===== config.mk =====
export PLATFORM = sky130hd
export DESIGN_NAME = uart_dbg_master_flat
export DESIGN_NICKNAME = d
export VERILOG_FILES = /design/src/rtl/uart_dbg_pkg.sv /design/src/rtl/apb_intf.sv /design/src/rtl/uart_dbg_serdes.sv /design/src/rtl/uart_dbg_master.sv /design/src/flat_wrapper.sv
export SDC_FILE = /design/constraint.sdc
export NUM_CORES = 1
export LEC_CHECK = 0
export CELL_PAD_IN_SITES_DETAIL_PLACEMENT = 0
export CELL_PAD_IN_SITES_GLOBAL_PLACEMENT = 1
export CORE_UTILIZATION = 40
export CTS_CLUSTER_SIZE = 30
export DETAILED_ROUTE_END_ITERATION = 7
export DONT_BUFFER_PORTS = 1
export PLACE_DENSITY = 0.76
export SYNTH_ARGS = -nofsm -noshare
export SYNTH_HDL_FRONTEND = slang
export SYNTH_SLANG_ARGS = --single-unit

===== constraint.sdc =====
create_clock -name clk -period 8.7 [get_ports clk]
set_clock_uncertainty 0.05 [all_clocks]
set_input_delay 0.435 -clock clk [delete_from_list [all_inputs] [get_ports clk]]
set_output_delay 0.435 -clock clk [all_outputs]
set_load 0.01 [all_outputs]

===== src/rtl/uart_dbg_pkg.sv =====
// Shared constants and state encodings for the UART-to-APB debug bridge.
package uart_dbg_pkg;

   localparam logic [7:0] CMD_WR  = 8'h57;
   localparam logic [7:0] CMD_RD  = 8'h52;
   localparam logic [7:0] RSP_OK  = 8'hAC;
   localparam logic [7:0] RSP_ERR = 8'hEE;

   typedef enum logic [2:0] {
      F_CMD,
      F_ADDR,
      F_WDATA,
      F_SETUP,
      F_ACCESS,
      F_RESP
   } frame_state_e;

   typedef enum logic [1:0] {
      IDLE,
      START,
      DATA,
      STOP
   } bit_state_e;

endpackage


===== src/rtl/apb_intf.sv =====
// APB bus bundle; the bridge uses the master view.
interface apb_intf;
   logic        psel;
   logic        penable;
   logic        pwrite;
   logic [31:0] paddr;
   logic [31:0] pwdata;
   logic [31:0] prdata;
   logic        pready;
   logic        pslverr;

   modport master (output psel, penable, pwrite, paddr, pwdata,
                   input  prdata, pready, pslverr);
   modport slave  (input  psel, penable, pwrite, paddr, pwdata,
                   output prdata, pready, pslverr);
endinterface


===== src/rtl/uart_dbg_serdes.sv =====
// 8N1 serial engines: synchronised receiver with glitch-rejecting start
// check, and a registered transmitter with a valid/ready byte handshake.
module uart_dbg_serdes
   import uart_dbg_pkg::*;
#(
   parameter int N_SYNC = 2
) (
   input  logic        clk,
   input  logic        rst,
   input  logic [15:0] div,
   input  logic        uart_rx,
   output logic        uart_tx,
   output logic        rx_vld,
   output logic [7:0]  rx_data,
   output logic        frm_err,
   output logic        rx_idle,
   input  logic        tx_vld,
   output logic        tx_rdy,
   input  logic [7:0]  tx_data,
   output logic        tx_idle
);

   logic [N_SYNC-1:0] sync_q;
   logic              rx_s;
   bit_state_e        rx_st_q, rx_st_d;
   logic [15:0]       rx_cnt_q, rx_cnt_d, rx_div_q, rx_div_d;
   logic [2:0]        rx_bit_q, rx_bit_d;
   logic [7:0]        rx_sh_q, rx_sh_d;
   logic              rx_end;

   bit_state_e        tx_st_q, tx_st_d;
   logic [15:0]       tx_cnt_q, tx_cnt_d, tx_div_q, tx_div_d;
   logic [2:0]        tx_bit_q, tx_bit_d;
   logic [7:0]        tx_sh_q, tx_sh_d;
   logic              tx_q, tx_d;
   logic              tx_end;

   assign rx_s    = sync_q[N_SYNC-1];
   assign rx_end  = (rx_cnt_q == rx_div_q);
   assign rx_vld  = (rx_st_q == STOP) && rx_end && rx_s;
   assign frm_err = (rx_st_q == STOP) && rx_end && !rx_s;
   assign rx_data = rx_sh_q;
   assign rx_idle = (rx_st_q == IDLE);

   assign tx_end  = (tx_cnt_q == tx_div_q);
   assign tx_rdy  = (tx_st_q == IDLE) || ((tx_st_q == STOP) && tx_end);
   assign tx_idle = (tx_st_q == IDLE);
   assign uart_tx = tx_q;

   // Receive bit engine next state: half-bit start recheck, then mid-bit samples.
   always_comb begin
      rx_st_d  = rx_st_q;
      rx_cnt_d = rx_cnt_q + 16'd1;
      rx_div_d = rx_div_q;
      rx_bit_d = rx_bit_q;
      rx_sh_d  = rx_sh_q;
      unique case (rx_st_q)
         IDLE: begin
            rx_cnt_d = '0;
            if (!rx_s) begin
               rx_st_d  = START;
               rx_div_d = div;
            end
         end
         START: begin
            if (rx_cnt_q == {1'b0, rx_div_q[15:1]}) begin
               rx_cnt_d = '0;
               rx_bit_d = '0;
               rx_st_d  = rx_s ? IDLE : DATA;
            end
         end
         DATA: begin
            if (rx_end) begin
               rx_cnt_d = '0;
               rx_sh_d  = {rx_s, rx_sh_q[7:1]};
               rx_bit_d = rx_bit_q + 3'd1;
               if (rx_bit_q == 3'd7) rx_st_d = STOP;
            end
         end
         STOP: begin
            if (rx_end) begin
               rx_cnt_d = '0;
               rx_st_d  = IDLE;
            end
         end
         default: rx_st_d = IDLE;
      endcase
   end

   // Transmit bit engine next state; a new byte may chain straight off a stop bit.
   always_comb begin
      tx_st_d  = tx_st_q;
      tx_cnt_d = tx_end ? 16'd0 : tx_cnt_q + 16'd1;
      tx_div_d = tx_div_q;
      tx_bit_d = tx_bit_q;
      tx_sh_d  = tx_sh_q;
      tx_d     = tx_q;
      unique case (tx_st_q)
         IDLE: tx_cnt_d = '0;
         START: begin
            if (tx_end) begin
               tx_st_d  = DATA;
               tx_bit_d = '0;
               tx_d     = tx_sh_q[0];
            end
         end
         DATA: begin
            if (tx_end) begin
               if (tx_bit_q == 3'd7) begin
                  tx_st_d = STOP;
                  tx_d    = 1'b1;
               end else begin
                  tx_bit_d = tx_bit_q + 3'd1;
                  tx_sh_d  = {1'b0, tx_sh_q[7:1]};
                  tx_d     = tx_sh_q[1];
               end
            end
         end
         STOP: if (tx_end) tx_st_d = IDLE;
         default: tx_st_d = IDLE;
      endcase
      if (tx_vld && tx_rdy) begin
         tx_st_d  = START;
         tx_cnt_d = '0;
         tx_div_d = div;
         tx_sh_d  = tx_data;
         tx_d     = 1'b0;
      end
   end

   // State registers for synchroniser and both bit engines.
   always_ff @(posedge clk) begin
      if (rst) begin
         sync_q   <= '1;
         rx_st_q  <= IDLE;
         rx_cnt_q <= '0;
         rx_div_q <= '0;
         rx_bit_q <= '0;
         rx_sh_q  <= '0;
         tx_st_q  <= IDLE;
         tx_cnt_q <= '0;
         tx_div_q <= '0;
         tx_bit_q <= '0;
         tx_sh_q  <= '0;
         tx_q     <= 1'b1;
      end else begin
         sync_q   <= {sync_q[N_SYNC-2:0], uart_rx};
         rx_st_q  <= rx_st_d;
         rx_cnt_q <= rx_cnt_d;
         rx_div_q <= rx_div_d;
         rx_bit_q <= rx_bit_d;
         rx_sh_q  <= rx_sh_d;
         tx_st_q  <= tx_st_d;
         tx_cnt_q <= tx_cnt_d;
         tx_div_q <= tx_div_d;
         tx_bit_q <= tx_bit_d;
         tx_sh_q  <= tx_sh_d;
         tx_q     <= tx_d;
      end
   end

endmodule


===== src/rtl/uart_dbg_master.sv =====
// UART-to-APB debug bridge top: frame decoding, inter-byte timeout,
// single APB transfer sequencing and response generation.
module uart_dbg_master
   import uart_dbg_pkg::*;
#(
   parameter logic [15:0] TIMEOUT = 16'hFFFF,
   parameter int          N_SYNC  = 2
) (
   input  logic        clk,
   input  logic        rst,
   input  logic [15:0] div,
   input  logic        uart_rx,
   output logic        uart_tx,
   apb_intf.master     m_apb_intf,
   output logic        busy
);

   frame_state_e state_q, state_d;
   logic         rx_vld, frm_err, rx_idle, tx_vld, tx_rdy, tx_idle;
   logic [7:0]   rx_data, tx_byte;
   logic         is_wr_q, slverr_q, rsp_done_q;
   logic [1:0]   cnt_q;
   logic [15:0]  gap_q;
   logic [2:0]   rsp_idx_q;
   logic [31:0]  addr_sr_q, wd_sr_q, prdata_q;
   logic         psel_q, penable_q, pwrite_q;
   logic [31:0]  paddr_q, pwdata_q;
   logic         gap_hit;

   uart_dbg_serdes #(.N_SYNC(N_SYNC)) u_serdes (
      .clk     (clk),
      .rst     (rst),
      .div     (div),
      .uart_rx (uart_rx),
      .uart_tx (uart_tx),
      .rx_vld  (rx_vld),
      .rx_data (rx_data),
      .frm_err (frm_err),
      .rx_idle (rx_idle),
      .tx_vld  (tx_vld),
      .tx_rdy  (tx_rdy),
      .tx_data (tx_byte),
      .tx_idle (tx_idle)
   );

   assign m_apb_intf.psel    = psel_q;
   assign m_apb_intf.penable = penable_q;
   assign m_apb_intf.pwrite  = pwrite_q;
   assign m_apb_intf.paddr   = paddr_q;
   assign m_apb_intf.pwdata  = pwdata_q;

   // The idle gap only advances while the receiver sits between bytes.
   assign gap_hit = rx_idle && !rx_vld && ((gap_q + 16'd1) == TIMEOUT);

   // Frame state register.
   always_ff @(posedge clk) begin
      if (rst) state_q <= F_CMD;
      else     state_q <= state_d;
   end

   // Frame next-state decode.
   always_comb begin
      state_d = state_q;
      unique case (state_q)
         F_CMD:
            if (rx_vld && ((rx_data == CMD_WR) || (rx_data == CMD_RD))) state_d = F_ADDR;
         F_ADDR:
            if (frm_err)                    state_d = F_CMD;
            else if (rx_vld && cnt_q == 2'd3) state_d = is_wr_q ? F_WDATA : F_SETUP;
            else if (gap_hit)               state_d = F_CMD;
         F_WDATA:
            if (frm_err)                    state_d = F_CMD;
            else if (rx_vld && cnt_q == 2'd3) state_d = F_SETUP;
            else if (gap_hit)               state_d = F_CMD;
         F_SETUP:  state_d = F_ACCESS;
         F_ACCESS: if (m_apb_intf.pready) state_d = F_RESP;
         F_RESP:   if (rsp_done_q && tx_idle) state_d = F_CMD;
         default:  state_d = F_CMD;
      endcase
   end

   // Frame outputs: busy flag and the response byte offered to the transmitter.
   always_comb begin
      busy    = (state_q != F_CMD);
      tx_vld  = (state_q == F_RESP) && !rsp_done_q;
      tx_byte = (rsp_idx_q == 3'd4) ? (slverr_q ? RSP_ERR : RSP_OK)
                                    : prdata_q[8*rsp_idx_q[1:0] +: 8];
   end

   // Datapath: byte assembly, gap counter, APB registers and response pointer.
   always_ff @(posedge clk) begin
      if (rst) begin
         is_wr_q    <= 1'b0;
         cnt_q      <= '0;
         gap_q      <= '0;
         addr_sr_q  <= '0;
         wd_sr_q    <= '0;
         prdata_q   <= '0;
         slverr_q   <= 1'b0;
         rsp_idx_q  <= '0;
         rsp_done_q <= 1'b0;
         psel_q     <= 1'b0;
         penable_q  <= 1'b0;
         pwrite_q   <= 1'b0;
         paddr_q    <= '0;
         pwdata_q   <= '0;
      end else begin
         unique case (state_q)
            F_CMD: begin
               cnt_q <= '0;
               gap_q <= '0;
               if (rx_vld) is_wr_q <= (rx_data == CMD_WR);
            end
            F_ADDR, F_WDATA: begin
               if (rx_vld) begin
                  cnt_q <= cnt_q + 2'd1;
                  gap_q <= '0;
                  if (state_q == F_ADDR) addr_sr_q <= {rx_data, addr_sr_q[31:8]};
                  else                   wd_sr_q   <= {rx_data, wd_sr_q[31:8]};
               end else if (rx_idle) begin
                  gap_q <= gap_q + 16'd1;
               end
            end
            F_ACCESS: begin
               if (m_apb_intf.pready) begin
                  prdata_q   <= m_apb_intf.prdata;
                  slverr_q   <= m_apb_intf.pslverr;
                  rsp_idx_q  <= is_wr_q ? 3'd4 : 3'd0;
                  rsp_done_q <= 1'b0;
               end
            end
            default: ;
         endcase

         if (tx_vld && tx_rdy) begin
            if (rsp_idx_q == 3'd4) rsp_done_q <= 1'b1;
            else                   rsp_idx_q  <= rsp_idx_q + 3'd1;
         end

         // Bus strobes track the state being entered so they are registered.
         psel_q    <= (state_d == F_SETUP) || (state_d == F_ACCESS);
         penable_q <= (state_d == F_ACCESS);

         // Address/data are loaded once on entry to setup and then held.
         if (state_d == F_SETUP && state_q != F_SETUP) begin
            if (state_q == F_ADDR) begin
               paddr_q  <= {rx_data, addr_sr_q[31:8]};
               pwrite_q <= 1'b0;
            end else begin
               paddr_q  <= addr_sr_q;
               pwdata_q <= {rx_data, wd_sr_q[31:8]};
               pwrite_q <= 1'b1;
            end
         end
      end
   end

endmodule


===== src/flat_wrapper.sv =====
// flat-port wrapper written by rule: the top's interface ports become plain ports
module uart_dbg_master_flat import uart_dbg_pkg::*;
#(
   parameter logic [15:0] TIMEOUT = 16'hFFFF,
   parameter int          N_SYNC  = 2
)
  (clk, rst, div, uart_rx, uart_tx, busy, m_apb_intf_psel, m_apb_intf_penable, m_apb_intf_pwrite, m_apb_intf_paddr, m_apb_intf_pwdata, m_apb_intf_prdata, m_apb_intf_pready, m_apb_intf_pslverr);
  apb_intf m_apb_intf_i ();
  input  logic clk;
  input  logic rst;
  input  logic [15:0] div;
  input  logic uart_rx;
  output logic uart_tx;
  output logic busy;
  output wire logic [$bits(m_apb_intf_i.psel)-1:0] m_apb_intf_psel;
  output wire logic [$bits(m_apb_intf_i.penable)-1:0] m_apb_intf_penable;
  output wire logic [$bits(m_apb_intf_i.pwrite)-1:0] m_apb_intf_pwrite;
  output wire logic [$bits(m_apb_intf_i.paddr)-1:0] m_apb_intf_paddr;
  output wire logic [$bits(m_apb_intf_i.pwdata)-1:0] m_apb_intf_pwdata;
  input wire logic [$bits(m_apb_intf_i.prdata)-1:0] m_apb_intf_prdata;
  input wire logic [$bits(m_apb_intf_i.pready)-1:0] m_apb_intf_pready;
  input wire logic [$bits(m_apb_intf_i.pslverr)-1:0] m_apb_intf_pslverr;
  assign m_apb_intf_psel = m_apb_intf_i.psel;
  assign m_apb_intf_penable = m_apb_intf_i.penable;
  assign m_apb_intf_pwrite = m_apb_intf_i.pwrite;
  assign m_apb_intf_paddr = m_apb_intf_i.paddr;
  assign m_apb_intf_pwdata = m_apb_intf_i.pwdata;
  assign m_apb_intf_i.prdata = m_apb_intf_prdata;
  assign m_apb_intf_i.pready = m_apb_intf_pready;
  assign m_apb_intf_i.pslverr = m_apb_intf_pslverr;
  uart_dbg_master #(.TIMEOUT(TIMEOUT), .N_SYNC(N_SYNC)) u_core (.clk(clk), .rst(rst), .div(div), .uart_rx(uart_rx), .uart_tx(uart_tx), .m_apb_intf(m_apb_intf_i), .busy(busy));
endmodule

# Yosys cells after proc, flatten, opt, wreduce, memory -nomap -nowiden
# Index checks and enable logic that the tools add are counted.
totals:
  regBits: 283
  elab_cells: 189
classes:
  n_shift: 1
  n_addsub: 7
  n_eq_ne: 41
  mux: 60
  reduce_logical: 50
  n_bitwise: 2
ops:
  columns: ["operator", "n"]
  rows:
  - ["$mux 16", 4]
  - ["$mux 3", 18]
  - ["$add 16x1->16 const B", 3]
  - ["$pmux 16 s3", 1]
  - ["$mux 8", 5]
  - ["$eq 16x16->1", 2]
  - ["$mux 32", 1]
  - ["$pmux 16 s2", 1]
  - ["$shiftx 32x6->8", 1]
  - ["$mux 2", 11]
  - ["$ne 2x2->1 const B", 10]
  - ["$eq 3x3->1 const B", 6]
  - ["$pmux 3 s6", 1]
  - ["$eq 16x15->1", 1]
  - ["$eq 16x16->1 const B", 1]
  - ["$eq 8x7->1 const B", 2]
  - ["$reduce_and 2->1", 8]
  - ["$ne 3x2->1 const B", 5]
  - ["$reduce_and 5->1", 3]
  - ["$logic_and 1x1->1", 12]
  - ["$pmux 3 s2", 2]
  - ["$reduce_and 3->1", 4]
  - ["$mux 1", 11]
  - ["$eq 2x2->1 const B", 5]
  - ["23 further kinds", 43]

# Logic depth before layout (Yosys ltp)
logic_depth:
  ltp_word: 13
  ltp_mapped: 12
  mapped_depth_nobuf: 9

# Hierarchy
# From an unflattened synthesis, not the netlist that was laid out.
hier_totals:
  hier_cells: 1445
  hier_area_um2: 12024.0
modules_own_cells:
  columns: ["module", "area_each_um2", "n_inst", "cells_per_inst"]
  rows:
  - ["uart_dbg_master", 7627.3, 1, 960]
  - ["uart_dbg_serdes", 4396.7, 1, 485]

# Least setup slack after synthesis
# OpenSTA, ideal clock, no wires.
synth_path:
  path_type: "reg2reg"
  from: "reg u_core.gap_q[1]"
  to: "reg u_core.pwdata_q[19] (netlist: u_core.m_apb_intf.pwdata[19])"
  setup_time_ns: 0.128
  required_ns: 8.522
  path_stages_with_launch: 12
  t_arrival_ns: 2.591
  setup_slack_ns: 5.931
  n_path_buf: 2
  path_cell_list: "dfxtp_1 ha_1 clkbuf_1 nand4_1 nor4_2 xnor2_1 nor3_1 a41o_1 a211oi_4 buf_6 mux2i_1 nor2_1"
synth_via:
  elab_chain_cells: 10
synth_lines:
  columns: ["element", "line", "rtl"]
  rows:
  - ["start, declared", "uart_dbg_master.sv:23", "logic [15:0] gap_q;"]
  - ["start signal, assigned", "uart_dbg_master.sv:121", "gap_q <= gap_q + 16'd1;"]
  - ["$add 16x1->16 *", "uart_dbg_master.sv:53", "assign gap_hit = rx_idle && !rx_vld && ((gap_q + 16'd1) == TIMEOUT);"]
  - ["$eq 16x16->1 *", "uart_dbg_master.sv:53", null]
  - ["$logic_and 1x1->1 *", "uart_dbg_master.sv:53", null]
  - ["$mux 3 *", "uart_dbg_master.sv:70, uart_dbg_master.sv:74", null]
  - ["$mux 3, on equally long branches", "uart_dbg_master.sv:73, uart_dbg_master.sv:69", null]
  - ["$mux 3, on equally long branches", "uart_dbg_master.sv:72, uart_dbg_master.sv:68", null]
  - ["$pmux 3 s6 *", "uart_dbg_master.sv:64", "unique case (state_q)"]
  - ["$eq 3x2->1 *", "uart_dbg_master.sv:145", "if (state_d == F_SETUP && state_q != F_SETUP) begin"]
  - ["$logic_and 1x1->1 *", "uart_dbg_master.sv:145", null]
  - ["$reduce_and 2->1 (no line) *", null, null]
  - ["end signal, assigned", "uart_dbg_master.sv:151", "pwdata_q <= {rx_data, wd_sr_q[31:8]};"]
  - ["end, declared", "uart_dbg_master.sv:27", "logic [31:0] paddr_q, pwdata_q;"]
# Every way passes the cells marked *; elsewhere a longest branch is shown, timed or not.
# A chain may end at the register's enable or synchronous reset.

# Worst setup path in the final report
layout_path:
  from: "reg u_core.u_serdes.rx_cnt_q[4]"
  to: "reg u_core.addr_sr_q[28]"
layout_via:
  elab_chain_cells: 4
layout_lines:
  columns: ["element", "line", "rtl"]
  rows:
  - ["start, declared", "uart_dbg_serdes.sv:26", "logic [15:0] rx_cnt_q, rx_cnt_d, rx_div_q, rx_div_d;"]
  - ["start signal, assigned", "uart_dbg_serdes.sv:149", "rx_cnt_q <= rx_cnt_d;"]
  - ["$eq 16x16->1", "uart_dbg_serdes.sv:39", "assign rx_end = (rx_cnt_q == rx_div_q);"]
  - ["$logic_and 1x1->1 (2 in series)", "uart_dbg_serdes.sv:40", "assign rx_vld = (rx_st_q == STOP) && rx_end && rx_s;"]
  - ["$reduce_and 2->1 (no line)", null, null]
  - ["end signal, assigned", "uart_dbg_master.sv:118", "if (state_q == F_ADDR) addr_sr_q <= {rx_data, addr_sr_q[31:8]};"]
  - ["end, declared", "uart_dbg_master.sv:25", "logic [31:0] addr_sr_q, wd_sr_q, prdata_q;"]
# No other way between the ends.

==> metrics <==
status complete, no violations; maximum VDD drop 0.1622 mV; RSZ-0062 raised after global routing false; CP Capture Type flop; Sink Count 275; post-layout min period 3351 ps; CP max stage cell nor2_4; max_slew headroom 0.1985; Final WS setup 5349 ps; DRT Wirelength 28,430 um; area grow syn2layout 14.26%; Syn Nets 1,420; Initial Utilization 0.4074; via count 9,213; FP Rows 63; top-level I/O count 122; PostCTS Resize Cnt 0; Yosys reg bits 275; fin util 0.4655; DP Wirelength 18,370 um; Max Cap Viol 0; count of buffers from port buffering 0; Hold Crit Class input port to flop; Fmax 0.2984 GHz; Global Route met3 Usage 0.03661; area share of the largest cell type after synthesis 0.4547; WP data arrival 3700 ps; Post-synth top flop dfxtp_1; clock root cell clkbuf_16; top cells by count, synth dfxtp_1, nand2_1, nor2_1; vias in the first global route 8,737; GR peak layer met2; H-Tree Depth 1; cell count after synthesis 1,351; 1st-pass router iterations 5; Final #Nets 1,408; dominant cell type by area after synthesis dfxtp_1; maximum fanout along the worst path 32; leakage 0.004544 uW; GP Congestion 0.8196; clock transition at the registers of the reported paths 60 ps; DP Area 0.01220 mm2; slowest stage delay, CP 1040 ps; Placeable Area 0.02972 mm2; Yosys warnings 0; Slew Limit Fails 0; sequential area share after synthesis 0.4547; Setup crit start kind flop; total CTS buffers 30; clk_lat worst skew 560 ps; post-synthesis cell type count 61; Pwr Density 196.1 mW/mm2; Post-DRT Antenna Nets 0; first-pass GRT wire length 46,340 um; drc violations 0; final setup vio count 0; DP Worst Slack 5420 ps; most numerous cell in the Yosys netlist dfxtp_1; antenna violations before repair 2; GRT Overall Usage 0.1808; Congestion Overflow GR 0; CTS tree built; final instance area 0.01383 mm2; grt met1 use 0.2384; Post-synth EDFFs 0; fill count 2,808; synth top area cells dfxtp_1, mux2i_1, a21oi_1; share of cells above drive strength 1 0.06897; Mean Syn Cell Area 8.961 um2; Die X-Extent 176.0 um; Post-Syn Area 0.01211 mm2; CP Cell Sequence xnor2_1 > nand4_1 > nor3_2 > nand3_1 > nor2_4 > mux2i_1 > nor2_1; Die ar. 0.03097 mm2; maximum number of pins on one net before global-route repair 243; Setup Total Neg Slack 0 ps; FFs w/ async S/R, synth 0; post-DR vias/cell 5.250; Die Ht 176.0 um; 1st-iter DRT viols 548; final worst-path cycle share 0.3852; Worst-Margin Slew 1199 ps; Hold Vio Cnt, Final 0; crit path kind flop to flop; required time at the worst-slack endpoint 9050 ps; clock buffer depth 3; WL per Instance 16.20 um; met2 Use GR 0.3045
[routing by layer]
layer	share of wire	vias to the layer above
met3	0.049	38
met5	0	-
met2	0.47	186
met4	0.017	0
li1	-	4658
met1	0.46	4331
[flip-flops by register name, summed over array words and instances (netlist names), 8 cells and up, named ones only]
| register | count |
|---|---|
| u_core.u_serdes.tx_div_q | 16 |
| u_core.u_serdes.tx_sh_q | 8 |
| u_core.u_serdes.rx_div_q | 16 |
| u_core.u_serdes.rx_data | 8 |
| u_core.m_apb_intf.pwdata | 32 |
| u_core.gap_q | 16 |
| u_core.u_serdes.rx_cnt_q | 16 |
| u_core.addr_sr_q | 32 |
| u_core.prdata_q | 32 |
| u_core.m_apb_intf.paddr | 32 |
| u_core.u_serdes.tx_cnt_q | 16 |
| u_core.wd_sr_q | 24 |
[final timing paths]
check                                                       startpoint                                     end  slack, ps  cells after the start
worst max-delay path            u_core.u_serdes.rx_cnt_q[4]$_SDFF_PP0_       u_core.addr_sr_q[28]$_SDFFE_PP0P_       5350                      7
worst min-delay path                                               rst  u_core.u_serdes.rx_cnt_q[1]$_SDFF_PP0_         60                      2
worst min register to register    u_core.u_serdes.sync_q[0]$_SDFF_PP1_    u_core.u_serdes.sync_q[1]$_SDFF_PP1_        360                      1
worst max register to register  u_core.u_serdes.rx_cnt_q[4]$_SDFF_PP0_       u_core.addr_sr_q[28]$_SDFFE_PP0P_       5350                      7
[critical path: cells and delay by family, from the launching register on]
| family | cells | cell delay, ps |
|---|---|---|
| muxes | 1 | 290 |
| xor gates and xnor gates | 1 | 170 |
| and+or+nand+nor | 5 | 2210 |
| DFF | 1 | 460 |
[cell usage in the layout, fill, tap and decap left out, drive strengths merged, types with 3 or more instances in the layout]
| cell type | synthesis | layout |
|---|---|---|
| buf | 32 | 8 |
| xnor2 | 45 | 45 |
| nand3b | 6 | 6 |
| clkbuf | 71 | 37 |
| nor2 | 174 | 174 |
| nand4 | 23 | 23 |
| inv | 11 | 12 |
| or2 | 5 | 5 |
| clkinvlp | 0 | 5 |
| clkinv | 0 | 8 |
| and3 | 11 | 11 |
| nor3 | 16 | 16 |
| nor4 | 9 | 9 |
| dfxtp | 275 | 275 |
| a211oi | 9 | 9 |
| bufinv | 0 | 5 |
| ha | 16 | 16 |
| xor2 | 37 | 37 |
| o21ai | 21 | 21 |
| a31oi | 8 | 8 |
| and2 | 4 | 4 |
| mux4 | 8 | 8 |
| a21o | 3 | 3 |
| nand2 | 179 | 179 |
| nand2b | 9 | 9 |
| a311oi | 37 | 37 |
| dlygate4sd3 | 0 | 51 |
| a21oi | 139 | 139 |
| a21boi | 3 | 3 |
| nor2b | 7 | 7 |
| nand4b | 3 | 3 |
| or3 | 5 | 5 |
| mux2i | 133 | 133 |
| nand3 | 25 | 25 |
[through the flow]
step           hold slack, ps  power, uW  std cells
4_1_cts                 40.15       2748       1753
3_5_place_dp            348.0       1332       1645
6_report                63.01       2713       1755
2_1_floorplan           339.5       1338       1351
5_1_grt                 53.01       2813       1755
3_3_place_gp            347.1       1331       1645
[cell families after synthesis]
| kind of cell | after synthesis | synth area share |
|---|---|---|
| AND/OR/NAND/NOR | 486 | 0.1817 |
| XOR/XNOR | 82 | 0.05932 |
| adder cells (fa/ha/maj) | 16 | 0.01654 |
| AO/OA/AOI/OAI | 236 | 0.1190 |
| buffers and inverters | 114 | 0.04299 |
| multiplexers | 142 | 0.1258 |
| flip-flops | 275 | 0.4547 |
[area by class of cell]
| type | count | area [um2] | area share |
|---|---|---|---|
| well taps | 390 | 488.0 | 0.03527 |
| flip-flops and latches | 275 | 5505 | 0.3980 |
| repair buffers | 59 | 590.6 | 0.04269 |
| clock inverters | 19 | 250.2 | 0.01809 |
| inverters | 11 | 41.29 | 0.002985 |
| multi-input cells | 962 | 6116 | 0.4421 |
| diodes | 2 | 5.005 | 0.0003618 |
| clock buffers | 37 | 837.1 | 0.06051 |
[power by group]
part / switching [uW] / internal, uW / total [uW]
combinational: 43.6 / 31.1 / 74.7
sequential: 6.32 / 1260 / 1270
clock: 535 / 834 / 1370
[timing repair]
action	in CTS	in global routing
endpoints found under the hold margin	243	0
hold buffers	52	0
buffers inserted	0	0
No activity file was read; power rests on OpenSTA's default activity.
